[src/rtl/riscv_pkg.sv]
// Shared widths, ALU opcodes and the ID/EX payload for the integer pipeline.
package riscv_pkg;

  localparam int unsigned XLEN   = 32;
  localparam int unsigned REG_AW = 5;

  localparam logic [2:0] ALU_ADD = 3'b000;
  localparam logic [2:0] ALU_SUB = 3'b001;
  localparam logic [2:0] ALU_SRA = 3'b010;
  localparam logic [2:0] ALU_SLL = 3'b011;
  localparam logic [2:0] ALU_SRL = 3'b100;
  localparam logic [2:0] ALU_AND = 3'b101;
  localparam logic [2:0] ALU_XOR = 3'b110;

  typedef struct packed {
    logic [REG_AW-1:0] rs1_addr;
    logic [REG_AW-1:0] rs2_addr;
    logic [XLEN-1:0]   rs1_data;
    logic [XLEN-1:0]   rs2_data;
    logic [XLEN-1:0]   imm;
    logic              use_imm;
    logic [2:0]        alu_control;
    logic [REG_AW-1:0] rd_addr;
    logic              reg_write;
  } idex_entry_t;

endpackage

[src/rtl/id_ex_stage_fwd_mux.sv]
// One-operand bypass select: MEM result beats WB result, x0 never bypassed.
// Bypassing is only built when IDEX_FWD_EN is defined; otherwise data passes through.
module fwd_mux
  import riscv_pkg::*;
(
  input  logic [REG_AW-1:0] idx,
  input  logic [XLEN-1:0]   data_in,
  input  logic              mem_we,
  input  logic [REG_AW-1:0] mem_rd,
  input  logic [XLEN-1:0]   mem_data,
  input  logic              wb_we,
  input  logic [REG_AW-1:0] wb_rd,
  input  logic [XLEN-1:0]   wb_data,
  output logic [XLEN-1:0]   data_out_c
);

`ifdef IDEX_FWD_EN
  always_comb begin
    data_out_c = data_in;
    if (mem_we && (idx == mem_rd) && (idx != '0)) begin
      data_out_c = mem_data;
    end else if (wb_we && (idx == wb_rd) && (idx != '0)) begin
      data_out_c = wb_data;
    end
  end
`else
  logic unused_fwd;
  assign unused_fwd = ^{idx, mem_we, mem_rd, mem_data, wb_we, wb_rd, wb_data};
  assign data_out_c = data_in;
`endif

endmodule

[src/rtl/id_ex_stage.sv]
// Single-entry ID/EX pipeline register with valid/ready handshake, flush,
// and MEM/WB bypassing on capture and output (built only with IDEX_FWD_EN).
module id_ex_stage
  import riscv_pkg::*;
(
  input  logic              clk,
  input  logic              rst,
  input  logic              in_valid,
  output logic              in_ready,
  input  logic [REG_AW-1:0] rs1_addr,
  input  logic [REG_AW-1:0] rs2_addr,
  input  logic [XLEN-1:0]   rs1_data,
  input  logic [XLEN-1:0]   rs2_data,
  input  logic [XLEN-1:0]   imm,
  input  logic              use_imm,
  input  logic [2:0]        alu_control_in,
  input  logic [REG_AW-1:0] rd_addr_in,
  input  logic              reg_write_in,
  input  logic              flush,
  input  logic              ex_ready,
  input  logic              mem_we,
  input  logic [REG_AW-1:0] mem_rd,
  input  logic [XLEN-1:0]   mem_data,
  input  logic              wb_we,
  input  logic [REG_AW-1:0] wb_rd,
  input  logic [XLEN-1:0]   wb_data,
  output logic              out_valid,
  output logic [XLEN-1:0]   a,
  output logic [XLEN-1:0]   b,
  output logic [2:0]        alu_control,
  output logic [REG_AW-1:0] rd_addr,
  output logic              reg_write
);

  idex_entry_t     entry_q, entry_d;
  logic            out_valid_q, out_valid_d;
  logic            capture;
  logic [XLEN-1:0] cap_rs1, cap_rs2;
  logic [XLEN-1:0] out_rs1, out_rs2;

  assign in_ready = !out_valid_q || ex_ready;
  assign capture  = in_valid && in_ready && !flush;

  // Incoming operands are bypassed before storage so the entry holds fresh data.
  fwd_mux u_cap_rs1 (
    .idx(rs1_addr), .data_in(rs1_data),
    .mem_we(mem_we), .mem_rd(mem_rd), .mem_data(mem_data),
    .wb_we(wb_we), .wb_rd(wb_rd), .wb_data(wb_data),
    .data_out_c(cap_rs1)
  );

  fwd_mux u_cap_rs2 (
    .idx(rs2_addr), .data_in(rs2_data),
    .mem_we(mem_we), .mem_rd(mem_rd), .mem_data(mem_data),
    .wb_we(wb_we), .wb_rd(wb_rd), .wb_data(wb_data),
    .data_out_c(cap_rs2)
  );

  fwd_mux u_out_rs1 (
    .idx(entry_q.rs1_addr), .data_in(entry_q.rs1_data),
    .mem_we(mem_we), .mem_rd(mem_rd), .mem_data(mem_data),
    .wb_we(wb_we), .wb_rd(wb_rd), .wb_data(wb_data),
    .data_out_c(out_rs1)
  );

  fwd_mux u_out_rs2 (
    .idx(entry_q.rs2_addr), .data_in(entry_q.rs2_data),
    .mem_we(mem_we), .mem_rd(mem_rd), .mem_data(mem_data),
    .wb_we(wb_we), .wb_rd(wb_rd), .wb_data(wb_data),
    .data_out_c(out_rs2)
  );

  // Next entry: flush > capture > drain > stall (with WB snoop when bypassing).
  always_comb begin
    entry_d     = entry_q;
    out_valid_d = out_valid_q;
    if (flush) begin
      out_valid_d = 1'b0;
    end else if (capture) begin
      out_valid_d         = 1'b1;
      entry_d.rs1_addr    = rs1_addr;
      entry_d.rs2_addr    = rs2_addr;
      entry_d.rs1_data    = cap_rs1;
      entry_d.rs2_data    = cap_rs2;
      entry_d.imm         = imm;
      entry_d.use_imm     = use_imm;
      entry_d.alu_control = alu_control_in;
      entry_d.rd_addr     = rd_addr_in;
      entry_d.reg_write   = reg_write_in;
    end else if (out_valid_q && ex_ready) begin
      out_valid_d = 1'b0;
`ifdef IDEX_FWD_EN
    end else if (out_valid_q) begin
      // A WB retiring while we stall would otherwise be lost next cycle.
      if (wb_we && (wb_rd == entry_q.rs1_addr) && (entry_q.rs1_addr != '0)) begin
        entry_d.rs1_data = wb_data;
      end
      if (wb_we && (wb_rd == entry_q.rs2_addr) && (entry_q.rs2_addr != '0)) begin
        entry_d.rs2_data = wb_data;
      end
`endif
    end
  end

  always_ff @(posedge clk or posedge rst) begin
    if (rst) begin
      out_valid_q <= 1'b0;
      entry_q     <= '0;
    end else begin
      out_valid_q <= out_valid_d;
      entry_q     <= entry_d;
    end
  end

  assign out_valid   = out_valid_q;
  assign a           = out_rs1;
  assign b           = entry_q.use_imm ? entry_q.imm : out_rs2;
  assign alu_control = entry_q.alu_control;
  assign rd_addr     = entry_q.rd_addr;
  assign reg_write   = entry_q.reg_write;

endmodule

[config.mk]
export PLATFORM = sky130hd
export DESIGN_NAME = id_ex_stage
export DESIGN_NICKNAME = d
export VERILOG_FILES = /design/src/rtl/riscv_pkg.sv /design/src/rtl/id_ex_stage_fwd_mux.sv /design/src/rtl/id_ex_stage.sv
export SDC_FILE = /design/constraint.sdc
export NUM_CORES = 1
export LEC_CHECK = 0
export BUFFER_PORTS_ARGS = -buffer_cell sky130_fd_sc_hd__buf_2
export CAP_MARGIN = 25
export CORE_AREA = 4 4 150 94
export CTS_CLUSTER_SIZE = 25
export DETAILED_ROUTE_END_ITERATION = 8
export DIE_AREA = 0 0 154 98
export PLACE_DENSITY = 0.8
export SLEW_MARGIN = 20
export SYNTH_ARGS = -nofsm -noshare
export SYNTH_HDL_FRONTEND = slang
export SYNTH_HIERARCHICAL = 1
export SYNTH_SLANG_ARGS = --single-unit
[constraint.sdc]
create_clock -name clk -period 4 [get_ports clk]
set_input_delay 0.2 -clock clk [delete_from_list [all_inputs] [get_ports clk]]
set_output_delay 0.2 -clock clk [all_outputs]
set_load 0.005 [all_outputs]
==> results.cfg <==
[status]
outcome = finished clean

[global_routing]
global_route.overflow_total = 0
global_route.peak_usage_layer = met2
grt_start_max_net_pins = 75
met3_usage_pct = 4.69
gr-usage-all-layers_pct = 12.6
use_met2_pct = 19.5
groute.layer.met1.usage_pct = 16.9
number_of_global_route_vias_before_repair = 3023
grt_pass1_wl_mm = 15.5
grt_antenna_before_repair = 2

[cells_and_area]
final_core_util_pct = 46.4
fin_nets = 649
drive_above_1_share_pct = 75.9
final_cells = 627
finalInstanceArea_mm2 = 0.00588
n_antenna_cell = 0
synthToLayoutAreaGrowth_pct = 4.56
fillerInstances = 1110

[die]
initial_core_util_pct = 44.3
die_width_um = 154
core.rowCount = 32
die_y_um = 98
ioPinCount = 272
design.core.area_mm2 = 0.0127
dieArea_mm2 = 0.0151

[placement]
dp_hpwl_mm = 7.11
gp_congestion = 0.782
postPlaceCellArea_mm2 = 0.00561
buffer_ports.inserted = 185
dpl.cell_count = 611

[timing]
transition_time_of_the_tightest_slew_check_pin_ns = 0.887
final.min_clock_period_ns = 2.25
period_share_pct = 56.1
timing.slew.headroom_pct = 40.8
setup-tns-final_ns = 0
finalSetupViolCount = 0
final-hold-violation-count = 0
drv_slew = 0
timing_limited_maximum_frequency_mhz = 445
worst_clock_skew_ns = 0.00512
setup_repair_after_global_routing_missed_its_margin = false

[power]
p_total_w = 0.00283
powerDensity_mw_per_mm2 = 480
worst_vdd_ir_v = 0.000212
p_leak_nw = 2.85

[clocking]
clock_latency_ns = 0.34
clkSlewWorstSetupHoldPaths_ns = 0.07
cts-root-to-sink-buffers = 2
tritoncts.num_buffers = 9
cts.sink_count = 107
resize_count_post_cts = 0
tritoncts = yes
post-cts-setup-buffer-count = 0
clk_root_buffer_cell = sky130_fd_sc_hd__clkbuf_16
cts_hold_buffers = 0
clock_tree.htree_level_count = 3

[synthesis]
mappedNetlistArea_mm2 = 0.00563
synth-warning-count = 6
syn-instance-count = 404
avgSynthCellArea_um2 = 13.9
syn-num-nets = 601

[route]
detailroute.via_count = 2783
drt_first_pass_iters = 4
final_antenna_net_count = 0
drcViolationCount = 0
first_iter_violations = 65
vias_per_instance = 4.44
post_drt_wl_per_cell_um = 15.2
detail_route.wirelength_mm = 9.50

[worst_setup_path]
crit_type = reg -> out
critical_path.max_fanout = 20
cp_capture_type = output port
reg2regPathDepth = 4
cp.required_ns = 3.80
critical_path_arrival_ns = 2.05
reg2reg_from = out_valid
setup.worst_path.start = entry_q[9]
critical_path.startpoint_type = flop

[run]
drv_cap = 0

[worst_hold_path]
holdCritPathClass = in -> async
-- flip-flops by register name (all words and copies together), names as in the netlist --
register,cells
alu_control,3
rd_addr,5
entry_q,97
reg_write,1
out_valid,1
-- cells in the final DEF, fill, tap and decap left out, drive strengths merged --
cell type	count
dfrtp	107
nor2b	1
buf	190
nor3b	1
mux2	138
inv	5
clkbuf	9
clkinv	4
nor2	2
-- metal layers --
metal	routed length, µm	up-vias
met5	26	-
met4	110	4
met3	802	14
met2	4360	108
met1	4200	1347
li1	-	1310
-- area by class of cell --
| cell class | count | area, µm² | share of cell area, % |
|---|---|---|---|
| Clock buffer | 9 | 225 | 3.83 |
| Clock inverter | 7 | 50.0 | 0.851 |
| Inverter | 2 | 10.0 | 0.170 |
| Multi-Input combinational cell | 142 | 1740 | 29.6 |
| Sequential cell | 107 | 2680 | 45.5 |
| Tap cell | 170 | 213 | 3.62 |
| Timing Repair Buffer | 190 | 963 | 16.4 |
-- power by group --
part / internal [W] / leakage (nW) / switching (W)
clock network: 0.000427 / 0.140 / 0.000397
registers: 0.00126 / 1.26 / 0.000102
logic: 0.000409 / 1.45 / 0.000226
-- worst paths after layout --
path,end,slack [ns]
max,b[20],1.75
min,entry_q[89],0.05
max reg2reg,entry_q[14],2.14
min reg2reg,entry_q[41],0.50
max in group asynchronous,entry_q[102],2.96
min in group clk,out_valid,0.06
-- critical path, stage by stage, from the launching register on --
cell	delay (ns)
sky130_fd_sc_hd__dfrtp_1	0.78
sky130_fd_sc_hd__buf_4	0.41
sky130_fd_sc_hd__mux2_2	0.37
sky130_fd_sc_hd__buf_2	0.13
-- metrics by stage --
step	hold slack, ns	setup WS, ns
floorplan	0.266	0.983
global route	0.0460	1.62
detailed placement	0.412	2.08
finish	0.0544	1.75
CTS	0.0449	1.70
global placement	0.409	2.08
No activity file was read; power rests on OpenSTA's default activity.
